<file path="src/rtl/amf_stream_filter.sv">
// -----------------------------------------------------------------------------
// amf_stream_filter
//
// Streaming 3x3 approximate median / min / max / centre filter. Nine samples
// (i0..i8, row-major) are collected one per accepted input beat, then a
// two-stage registered min/med/max network produces one result per window.
// The mode presented with i0 selects what that window's result is.
//
// Handshake: a beat moves on a rising clk edge where valid && ready. The
// producer holds valid/data until ready; ready never depends on valid.
//
// Ports:
//   clk        system clock, rising edge
//   rst_n      synchronous active-low reset
//   flush      drop a partially collected window (only acts while collecting)
//   mode       0=approx median, 1=min, 2=max, 3=centre pass-through
//   s_valid    input sample valid
//   s_ready    block accepts a sample this cycle
//   s_data     input sample
//   m_valid    result valid
//   m_ready    downstream accepts result
//   m_data     filtered result
//   m_mode     mode used for this result
//   busy       high whenever not idle in COLLECT with an empty window
//   dbg_state  current FSM state (0=COLLECT,1=STAGE1,2=STAGE2,3=OUTPUT)
// -----------------------------------------------------------------------------
module amf_stream_filter #(
    parameter int DATA_W = 8,
    parameter int MODE_W = 2
) (
    input  logic              clk,
    input  logic              rst_n,
    input  logic              flush,
    input  logic [MODE_W-1:0] mode,
    input  logic              s_valid,
    output logic              s_ready,
    input  logic [DATA_W-1:0] s_data,
    output logic              m_valid,
    input  logic              m_ready,
    output logic [DATA_W-1:0] m_data,
    output logic [MODE_W-1:0] m_mode,
    output logic              busy,
    output logic [1:0]        dbg_state
);

    localparam logic [1:0] ST_COLLECT = 2'd0;
    localparam logic [1:0] ST_STAGE1  = 2'd1;
    localparam logic [1:0] ST_STAGE2  = 2'd2;
    localparam logic [1:0] ST_OUTPUT  = 2'd3;

    localparam logic [MODE_W-1:0] MODE_MED    = MODE_W'(0);
    localparam logic [MODE_W-1:0] MODE_MIN    = MODE_W'(1);
    localparam logic [MODE_W-1:0] MODE_MAX    = MODE_W'(2);

    logic [1:0]                  r_state;
    logic [3:0]                  r_count;
    logic [8:0][DATA_W-1:0]      r_win;
    logic [MODE_W-1:0]           r_mode;
    logic [2:0][DATA_W-1:0]      r_row_min;
    logic [2:0][DATA_W-1:0]      r_row_med;
    logic [2:0][DATA_W-1:0]      r_row_max;
    logic [DATA_W-1:0]           r_centre;
    logic                        r_m_valid;
    logic [DATA_W-1:0]           r_m_data;
    logic [MODE_W-1:0]           r_m_mode;

    logic [2:0][DATA_W-1:0]      w_row_min;
    logic [2:0][DATA_W-1:0]      w_row_med;
    logic [2:0][DATA_W-1:0]      w_row_max;
    logic [DATA_W-1:0]           w_result;
    logic                        w_accept;

    function automatic logic [DATA_W-1:0] f_min(input logic [DATA_W-1:0] a,
                                                input logic [DATA_W-1:0] b);
        return (a < b) ? a : b;
    endfunction

    function automatic logic [DATA_W-1:0] f_max(input logic [DATA_W-1:0] a,
                                                input logic [DATA_W-1:0] b);
        return (a > b) ? a : b;
    endfunction

    // max(min(a,b), min(max(a,b),c)): exact median of three, ties collapse
    // onto equal values so the result does not depend on input order.
    function automatic logic [DATA_W-1:0] f_med3(input logic [DATA_W-1:0] a,
                                                 input logic [DATA_W-1:0] b,
                                                 input logic [DATA_W-1:0] c);
        return f_max(f_min(a, b), f_min(f_max(a, b), c));
    endfunction

    assign w_accept  = (r_state == ST_COLLECT) && s_valid && !flush;

    assign s_ready   = (r_state == ST_COLLECT);
    assign m_valid   = r_m_valid;
    assign m_data    = r_m_data;
    assign m_mode    = r_m_mode;
    assign busy      = (r_state != ST_COLLECT) || (r_count != 4'd0);
    assign dbg_state = r_state;

    // First network stage: per-row statistics over samples 3r..3r+2.
    always_comb begin
        w_row_min = '0;
        w_row_med = '0;
        w_row_max = '0;
        w_row_min[0] = f_min(f_min(r_win[0], r_win[1]), r_win[2]);
        w_row_med[0] = f_med3(r_win[0], r_win[1], r_win[2]);
        w_row_max[0] = f_max(f_max(r_win[0], r_win[1]), r_win[2]);
        w_row_min[1] = f_min(f_min(r_win[3], r_win[4]), r_win[5]);
        w_row_med[1] = f_med3(r_win[3], r_win[4], r_win[5]);
        w_row_max[1] = f_max(f_max(r_win[3], r_win[4]), r_win[5]);
        w_row_min[2] = f_min(f_min(r_win[6], r_win[7]), r_win[8]);
        w_row_med[2] = f_med3(r_win[6], r_win[7], r_win[8]);
        w_row_max[2] = f_max(f_max(r_win[6], r_win[7]), r_win[8]);
    end

    // Second network stage: combine the row statistics per the latched mode.
    always_comb begin
        w_result = r_centre;
        case (r_mode)
            MODE_MED: w_result = f_med3(r_row_med[0], r_row_med[1], r_row_med[2]);
            MODE_MIN: w_result = f_min(f_min(r_row_min[0], r_row_min[1]), r_row_min[2]);
            MODE_MAX: w_result = f_max(f_max(r_row_max[0], r_row_max[1]), r_row_max[2]);
            default:  w_result = r_centre;
        endcase
    end

    always_ff @(posedge clk) begin
        if (!rst_n) begin
            r_state   <= ST_COLLECT;
            r_count   <= 4'd0;
            r_win     <= '0;
            r_mode    <= '0;
            r_row_min <= '0;
            r_row_med <= '0;
            r_row_max <= '0;
            r_centre  <= '0;
            r_m_valid <= 1'b0;
            r_m_data  <= '0;
            r_m_mode  <= '0;
        end else begin
            case (r_state)
                ST_COLLECT: begin
                    // flush takes priority over a sample offered in the same cycle
                    if (flush) begin
                        r_count <= 4'd0;
                    end else if (w_accept) begin
                        r_win[r_count] <= s_data;
                        // mode is captured only with the first sample of a window
                        if (r_count == 4'd0) begin
                            r_mode <= mode;
                        end
                        if (r_count == 4'd8) begin
                            r_count <= 4'd0;
                            r_state <= ST_STAGE1;
                        end else begin
                            r_count <= r_count + 4'd1;
                        end
                    end
                end
                ST_STAGE1: begin
                    r_row_min <= w_row_min;
                    r_row_med <= w_row_med;
                    r_row_max <= w_row_max;
                    r_centre  <= r_win[4];
                    r_state   <= ST_STAGE2;
                end
                ST_STAGE2: begin
                    r_m_data  <= w_result;
                    r_m_mode  <= r_mode;
                    r_m_valid <= 1'b1;
                    r_state   <= ST_OUTPUT;
                end
                ST_OUTPUT: begin
                    // result holds until taken; no new window starts meanwhile
                    if (m_ready) begin
                        r_m_valid <= 1'b0;
                        r_state   <= ST_COLLECT;
                    end
                end
                default: begin
                    r_state <= ST_COLLECT;
                end
            endcase
        end
    end

endmodule
</file>
<file path="config.mk">
export PLATFORM = sky130hd
export DESIGN_NAME = amf_stream_filter
export DESIGN_NICKNAME = d
export VERILOG_FILES = /design/src/rtl/amf_stream_filter.sv
export SDC_FILE = /design/constraint.sdc
export NUM_CORES = 1
export LEC_CHECK = 0
export CAP_MARGIN = 30
export CELL_PAD_IN_SITES_DETAIL_PLACEMENT = 0
export CELL_PAD_IN_SITES_GLOBAL_PLACEMENT = 2
export CORE_MARGIN = 4
export CORE_UTILIZATION = 39
export DETAILED_ROUTE_END_ITERATION = 10
export GPL_TIMING_DRIVEN = 1
export PLACE_DENSITY = 0.84
export SETUP_SLACK_MARGIN = 0.05
export SKIP_CTS_REPAIR_TIMING = 1
export SLEW_MARGIN = 40
export SYNTH_ARGS = -nofsm -noshare
export SYNTH_HDL_FRONTEND = slang
export SYNTH_SLANG_ARGS = --single-unit
</file>
<file path="constraint.sdc">
create_clock -name clk -period 7.1 [get_ports clk]
set_input_delay 0.71 -clock clk [delete_from_list [all_inputs] [get_ports clk]]
set_output_delay 0.71 -clock clk [all_outputs]
set_load 0.02 [all_outputs]
</file>
Word level (Yosys, flattened, before mapping)
Index checks and enable logic that the tools add are counted.

operators by class
  add/sub/neg operators = 1
  $lt $le $gt $ge = 28
  eq/ne operators = 10
  multiplexer cells = 40
  bitwise operators = 1
  reductions and logical operators = 17

operator list
  cell                                                               count
  2-to-1 mux 8 bit                                                   27
  > comparator 8 bit                                                 13
  < comparator 8 bit                                                 13
  bitwise mux 72 bit                                                 1
  demux 8 bit (select 4 bit)                                         1
  one-hot mux 8 bit (3 select lines)                                 1
  2-to-1 mux 4 bit                                                   3
  2-to-1 mux 2 bit                                                   4
  one-hot mux 2 bit (4 select lines)                                 1
  AND reduction 4 bit                                                2
  == test 2 bit, second input constant                               3
  nonzero test 2 bit                                                 3
  < comparator 4 x 5 -> 1 bit, second input constant                 1
  adder 4 x 1 -> 4 bit, second input constant                        1
  == test 2 x 1 -> 1 bit, second input constant                      2
  == test 4 bit, second input constant                               1
  greater-or-equal comparator 4 x 1 -> 1 bit, second input constant  1
  zero test 2 bit                                                    2
  zero test 4 bit                                                    1
  != test 2 x 1 -> 1 bit, second input constant                      2
  != test 2 bit, second input constant                               2
  AND reduction 2 bit                                                2
  nonzero test 4 bit                                                 1
  logical AND 1 bit                                                  3
  other kinds (6)                                                    6

storage, ports and cells
  register bits = 171
  bits of input ports = 15
  output and inout bits = 15
  word-level logic and storage cells = 122

Depth between registers and ports, before layout
Gate-level depths: netlist of run 1.

  depth after elaboration = 7
  mapped depth = 28
  mapped depth without buffers = 26

Worst setup path after synthesis of run 1
OpenSTA, ideal clock, no wires.

  path kind = reg2reg
  start = register r_row_med[9] (netlist bit)
  end = register r_m_data[3] (netlist: m_data[3])
  setup time = 70 ps
  arrival = 5021 ps
  setup slack = 2009 ps
  cell stages (with the launch flop) = 28
  path buffers = 3
  period minus slack after synthesis = 5091 ps
  cell sequence = dfxtp_1 -> inv_1 -> ha_1 -> nor2b_2 -> o211ai_2 -> a211o_1 -> and2_2 -> clkbuf_1 -> mux2i_1 -> inv_1 -> ha_1 -> a21o_1 -> a21o_1 -> a21oi_1 -> nand2_1 -> a31oi_4 -> or2_1 -> buf_6 -> buf_6 -> a21o_1 -> ha_1 -> a21o_1 -> a21oi_1 -> a21oi_1 -> a211oi_1 -> o21ai_1 -> a211o_2 -> a21oi_1

on the way
  cells in the longest elaborated chain, start to end = 7

RTL lines
  element                                 line  RTL
  start: declaration                      60    logic [2:0][DATA_W-1:0] r_row_med;
  start signal: assignment                162   r_row_med <= w_row_med;
  > comparator 8 bit                      80    return (a > b) ? a : b;
  2-to-1 mux 8 bit                        80
  < comparator 8 bit                      75    return (a < b) ? a : b;
  2-to-1 mux 8 bit                        75
  > comparator 8 bit                      80
  2-to-1 mux 8 bit (*)                    80
  one-hot mux 8 bit (3 select lines) (*)  119   case (r_mode)
  end signal: assignment                  168   r_m_data <= w_result;
  end: declaration                        64    logic [DATA_W-1:0] r_m_data;

Every way passes the cells marked *; elsewhere a longest branch is shown, timed or not.
A chain may end at the register's enable or synchronous reset.

Worst setup path in the final report of run 1
  start = register r_row_med[10] (netlist bit)
  end = register r_m_data[5] (netlist: m_data[5])

Same word-level chain as after synthesis.

==> qor.csv, run 1 <==
metric;value;unit
share of layout cells above drive strength 1;11.4;%
WL final;40.7;mm
n_diodes;0;
dpl hpwl;30.6;mm
Inserted Clock Buffers;17;
multi-input logic area;0.00843;sq mm
Yosys top cell area share;27.1;%
Vias per Instance;5.72;
Tightest Pin Transition;0.809;ns
GRT Total Usage;22.9;%
peak supply drop;0.000138;V
count of cell types in the netlist;71;
H-tree levels;4;
RePlAce Congestion;0.877;
net count after synthesis;1703;
CTS tree;built;
post-synthesis mux area share;13.4;%
Die X;188;microns
die height;188;microns
Synth Area in Adders;15.2;%
core area;0.0318;sq mm
post-layout min period;5.90;ns
grt total ovfl;0;
Final Setup Violations;0;
XOR/XNOR Fraction of Synth Area;0;%
maxcap violations;0;
die area;0.0354;sq mm
clock skew;0.0136;ns
post-synthesis sequential element count;171;
largest family of logic cells by synthesized area;compound AO/OA/AOI/OAI gates;
cell area after synthesis;0.0126;sq mm
status;completed;
GR Layer Usage met3;3.05;%
global routing usage on met1;30.6;%
Area contributors post-synth;dfxtp_1, ha_1, mux2_2, a21oi_1, mux2i_1;
Leakage;5.56;nW
Detail Route Antenna Nets;0;
setup TNS;0;ns
critical path peak fanout;15;
clock slew at reported path FFs;0.08;ns
DRC Markers;0;
Setup crit end kind;flip-flop;
final critical-path share of the clock period;83.0;%
PortBufs;29;
PwrDens;158;mW/mm^2
final hold vios;0;
post-synthesis async set-or-reset flop share;0;%
FILL cells;3201;
Iter 0 DRT Violations;789;
Hold WC Path Type;flip-flop to flip-flop;
Relative slew margins;45.9;%
initial core utilization;39.7;%
met2 usage;38.3;%
Syn. warnings;0;
Startpoint Class;flip-flop;
Synth Area in Compound Gates;20.7;%
nets@finish;1685;
fmax;170;MHz
Gate Count Post-Synth;1534;
num rows;65;
CTS sink cnt;171;
number of global-route vias before repair;10900;
via count;11200;
Post-synth EDFFs;0;
clock latency on the worst-skew pair;0.45;ns
Final Max Slew Viols;0;
CTS max path bufs;2;
initial antenna violation count;0;
register area share after synthesis;27.1;%
crit path DAT;6.28;ns
syn avg cell area;8.24;sq um
post-synth top area cell;dfxtp_1;
Wirelength per Cell;20.7;microns
Primary FF master, synth;dfxtp_1;
Clock Root Buffer;clkbuf_16;
Setup Crit Path Kind;flip-flop to flip-flop;
layout overhead on the synthesized area;9.97;%
global-route wire length before repair;64.1;mm
Pre-antenna DRT Iters;5;
IO Pins;30;
FF/Latch Area;0.00342;sq mm
largest net degree at the start of global routing;59;
Req. time, crit path;7.48;ns
Simple-Gate Fraction of Synth Area;17.0;%
Layout Utilization;43.7;%
Top Usage Layer GRT;met2;
RSZ-0062 raised after global routing;no;
[final timing paths]
path	startpoint	to	slack [ns]	cells after the start
worst max-delay path	r_row_med[10]	m_data[5]	1.20	24
worst min-delay path	r_win[24]	r_win[24]	0.48	2
worst max register to register	r_row_med[10]	m_data[5]	1.20	24
worst min register to register	r_win[24]	r_win[24]	0.48	2
[cell usage in the layout, fill, tap and decap left out, types with 14 or more instances in the layout]
cell type          n
dfxtp_1          171
a21oi_1          152
ha_1             151
inv_1            132
nand2_1          130
nand3_1          123
mux2_2            83
nor2_1            83
mux2i_1           74
a21o_1            41
o21ai_0           38
nand4_1           35
clkdlybuf4s50_1   27
nor3_1            22
o311ai_0          19
o21a_1            17
clkbuf_16         17
o211ai_1          14
nor2b_1           14
[power by group]
part	switching, W	internal [W]
clock network	0.000437	0.000572
logic	0.000145	0.0000787
registers	0.00000734	0.000962
[logic make-up (layout without fill, tap and decap cells)]
family,after synthesis,in the layout
simple gates,449,449
compound gates,390,390
buf+inv,212,207
flops,171,171
mux,158,158
fa+ha+maj,154,154
[stage by stage]
stage / worst slack, ns / hold slack, ns / instances / cell area [sq um] / total power [W]
6_report: 1.20 / 0.478 / 1964 / 13900 / 0.00220
5_1_grt: 0.707 / 0.509 / 1964 / 13900 / 0.00228
4_1_cts: 1.25 / 0.482 / 1963 / 13900 / 0.00222
3_5_place_dp: 1.29 / 0.471 / 1931 / 13300 / 0.00122
3_3_place_gp: 1.31 / 0.468 / 1931 / 13300 / 0.00121
2_1_floorplan: 2.01 / 0.446 / 1534 / 12600 / 0.00115
[synthesized netlist by cell type (2+ instances only)]
cell type  instances
nand2_1          130
a41o_1             3
dfxtp_1          171
and4_1             2
nand2b_1           4
mux2i_1           74
o311ai_0          19
a211oi_1           3
mux2_2            83
o21ai_0           39
nor3_1            23
o31a_1             7
a211o_2            4
buf_6              2
a311oi_1           2
buf_1              8
o21a_1            17
nand3_1          123
o211ai_1          14
and2_1             3
a21oi_2            6
clkbuf_1          61
a211o_1            9
nor2_1            84
buf_2              6
nand4_1           35
ha_1             154
o211a_1            7
o21ai_1            9
o21bai_2           2
o311ai_1           8
nor2b_1           15
nand3b_1           7
o2111ai_1         11
a21oi_1          153
a22oi_1            9
o21bai_1           7
a31oi_1            5
nor3_2             2
or3_1              2
a31o_2             4
a21o_1            41
inv_1            132
and3_1             7
[critical path: stages, from the launching register on]
cell	delay, ns
dfxtp_1	0.53
inv_1	0.09
ha_1	0.32
nand4_1	0.12
o21ai_1	0.22
and2_2	0.34
mux2i_1	0.38
inv_1	0.08
ha_1	0.30
a21o_1	0.16
a21o_1	0.17
a21oi_1	0.24
nand2_1	0.13
a31oi_4	0.28
or2_1	0.48
a21o_1	0.20
ha_1	0.14
nand3_1	0.09
o21bai_1	0.16
a21oi_1	0.14
a211oi_1	0.09
nor4_2	0.67
a22oi_1	0.22
o211a_1	0.17
a21oi_1	0.11
[area by class of cell]
cell class,instances,share of cell area (%)
Timing Repair Buffer,42,2.70
Inverter,133,3.61
Sequential cell,171,24.6
Tap cell,435,3.92
Clock buffer,18,3.16
Clock inverter,14,1.31
Multi-Input combinational cell,1151,60.7
[layer usage]
layer	share of wire (%)	wire, microns
met5	0	0
met4	2.8	1140
met3	3.3	1360
met2	47	19200
met1	47	19000
[sequential cells by signal, indices dropped and copies added (netlist names), 2 cells and up]
register,cells
r_row_max,24
r_row_med,24
r_centre,8
dbg_state,2
r_win,72
r_count,4
m_mode,2
r_mode,2
r_row_min,24
m_data,8
Power figures use the tool's default switching activity.
==> run 2, diff against run 1 <==
==> constraint.sdc (replaced) <==
create_clock -name clk -period 5.58 [get_ports clk]
set_input_delay 0.558 -clock clk [delete_from_list [all_inputs] [get_ports clk]]
set_output_delay 0.558 -clock clk [all_outputs]
set_load 0.02 [all_outputs]
==> qor.csv, run 2 (same netlist as run 1, synthesis figures left out) <==
metric;value;unit;change
total internal power;0.00198;W;+23%
Req. time, crit path;5.91;ns;-1.57 ns
n_diodes;0;;unchanged
Detail Route Antenna Nets;0;;unchanged
initial antenna violation count;0;;unchanged
Vias per Instance;5.64;;-1.3%
Leakage;5.68;nW;+2.3%
Critical Path Start;r_win[62];;
num rows;65;;unchanged
FF/Latch Area;0.00343;sq mm;about the same
global-route wire length before repair;63.6;mm;-0.74%
Tightest Pin Transition;0.898;ns;+0.0885 ns
Startpoint Class;flip-flop;;
via count;11200;;+0.15%
Final Max Slew Viols;0;;unchanged
clock latency on the worst-skew pair;0.45;ns;about the same
DRC Markers;0;;unchanged
most frequent cells in the layout;dfxtp_1, ha_1, a21oi_1, inv_1, nand2_1;;
IO Pins;30;;unchanged
CTS sink cnt;171;;unchanged
CTS tree;built;;
Inserted Clock Buffers;17;;unchanged
Iter 0 DRT Violations;719;;-8.9%
die area;0.0354;sq mm;unchanged
NetSw;0.000791;W;+34%
clock share of power;44.3;%;-1.5 points
RSZ-0062 raised after global routing;no;;
Die X;188;microns;unchanged
commonest non-fill, non-tap cell in the layout;dfxtp_1;;
dpl hpwl;30.6;mm;about the same
layout overhead on the synthesized area;11.9;%;
RePlAce Congestion;0.878;;about the same
peak supply drop;0.000205;V;+48%
setup TNS;0;ns;unchanged
share of layout cells above drive strength 1;13.5;%;+2.0 points
Setup Crit Path Kind;flip-flop to flip-flop;;
Wirelength per Cell;20.4;microns;-1.4%
GRT Total Usage;22.8;%;-0.16 points
FILL cells;3132;;-2.2%
final hold vios;0;;unchanged
Setup crit end kind;flip-flop;;
Pre-antenna DRT Iters;5;;unchanged
post-layout min period;5.19;ns;-0.701 ns
max reg flops;72;;unchanged
crit path DAT;5.53;ns;-0.75 ns
fmax;193;MHz;+13%
largest net degree at the start of global routing;94;;+59%
WL final;40.7;mm;about the same
Hold WC Path Type;flip-flop to flip-flop;;
critical path peak fanout;8;;-7
Sw Share;28.5;%;+1.8 points
PortBufs;29;;unchanged
clock skew;0.0134;ns;-0.000155 ns
H-tree levels;4;;unchanged
Logic pwr share;11.2;%;+1.0 points
clock slew at reported path FFs;0.08;ns;about the same
Layout Utilization;44.5;%;+0.76 points
status;completed;;
grt total ovfl;0;;unchanged
R2R Path Start;r_win[62];;
Seq pwr share;44.5;%;+0.5 points
initial core utilization;39.7;%;unchanged
die height;188;microns;unchanged
Top reg by flops;r_win;;
maxcap violations;0;;unchanged
number of global-route vias before repair;10800;;-0.49%
multi-input logic area;0.00847;sq mm;+0.47%
hold_sp;r_row_max[0];;
nets@finish;1713;;+1.7%
core area;0.0318;sq mm;unchanged
final critical-path share of the clock period;93.1;%;+10 points
Final Setup Violations;0;;unchanged
Clock Root Buffer;clkbuf_16;;
PwrDens;196;mW/mm^2;+24%
Relative slew margins;40.2;%;-5.7 points
CTS max path bufs;2;;unchanged
==> run 2: changes by cell type in the layout (fill, tap and decap cells not counted), moves of 3 or more <==
cell and change:
clkinv_8 +3, buf_4 +28, o21ai_0 -3, inv_8 +3
==> run 2: final timing paths <==
path | end | slack, ns | depth (start not counted)
setup / recovery | r_row_med[21] | 0.39 | 24
hold / removal | r_row_max[0] | 0.48 | 2
hold reg to reg | r_row_max[0] | 0.48 | 2
setup reg to reg | r_row_med[21] | 0.39 | 24
==> run 2: metal layers <==
metal  share of wire (%)  global-route usage [%]  vias to the layer above
met2                  48                    38.9                      221
met1                  47                    30.5                     5368
met5                   0                       0                        -
met4                 1.9                    6.44                        0
li1                    -                       -                     5603
met3                 2.9                    2.46                       52
==> run 2: layout make-up <==
cell class	instances	share of cell area [%]
timing repair buffer	70	4.18
inverter	133	3.57
clock inverter	15	1.25
tap	435	3.85
sequential	171	24.2
multi-input combinational	1151	59.9
clock buffer	17	3.01
==> run 2: through the flow <==
| step | total power (W) | setup slack [ns] | hold slack (ns) | area [sq um] | instances |
|---|---|---|---|---|---|
| 6_report | 0.00277 | 0.386 | 0.481 | 14100 | 1992 |
| 5_1_grt | 0.00289 | 0.0500 | 0.497 | 14100 | 1992 |
| 4_1_cts | 0.00278 | 0.0873 | 0.478 | 14000 | 1987 |
| 3_5_place_dp | 0.00156 | 0.125 | 0.466 | 13400 | 1955 |
| 3_3_place_gp | 0.00155 | 0.219 | 0.467 | 13400 | 1952 |
| 2_1_floorplan | 0.00147 | 0.489 | 0.446 | 12600 | 1534 |
==> run 2: power groups by stage <==
| stage | Clock, W | Sequential (W) | Combinational [W] |
|---|---|---|---|
| 2_1_floorplan | 0 | 0.00126 | 0.000212 |
| 3_3_place_gp | 0 | 0.00126 | 0.000290 |
| 4_1_cts | 0.00126 | 0.00123 | 0.000295 |
| 3_5_place_dp | 0 | 0.00126 | 0.000294 |
| 5_1_grt | 0.00132 | 0.00123 | 0.000336 |
| 6_report | 0.00123 | 0.00123 | 0.000311 |
==> run 2: worst max-delay path: stages (launching register included) <==
cell      delay (ns)
dfxtp_1         0.39
inv_1           0.08
ha_1            0.28
a21o_1          0.19
a21oi_2         0.24
nand4_1         0.13
nand2_1         0.11
buf_4           0.17
mux2_2          0.39
ha_1            0.30
a21o_1          0.16
a21o_1          0.18
a21oi_1         0.22
nand2_1         0.22
o21ai_2         0.22
ha_1            0.27
nor2b_1         0.14
o21a_1          0.16
o21a_1          0.17
o21a_1          0.16
o21bai_1        0.15
a22oi_2         0.13
buf_2           0.18
and3_1          0.18
o31a_1          0.24
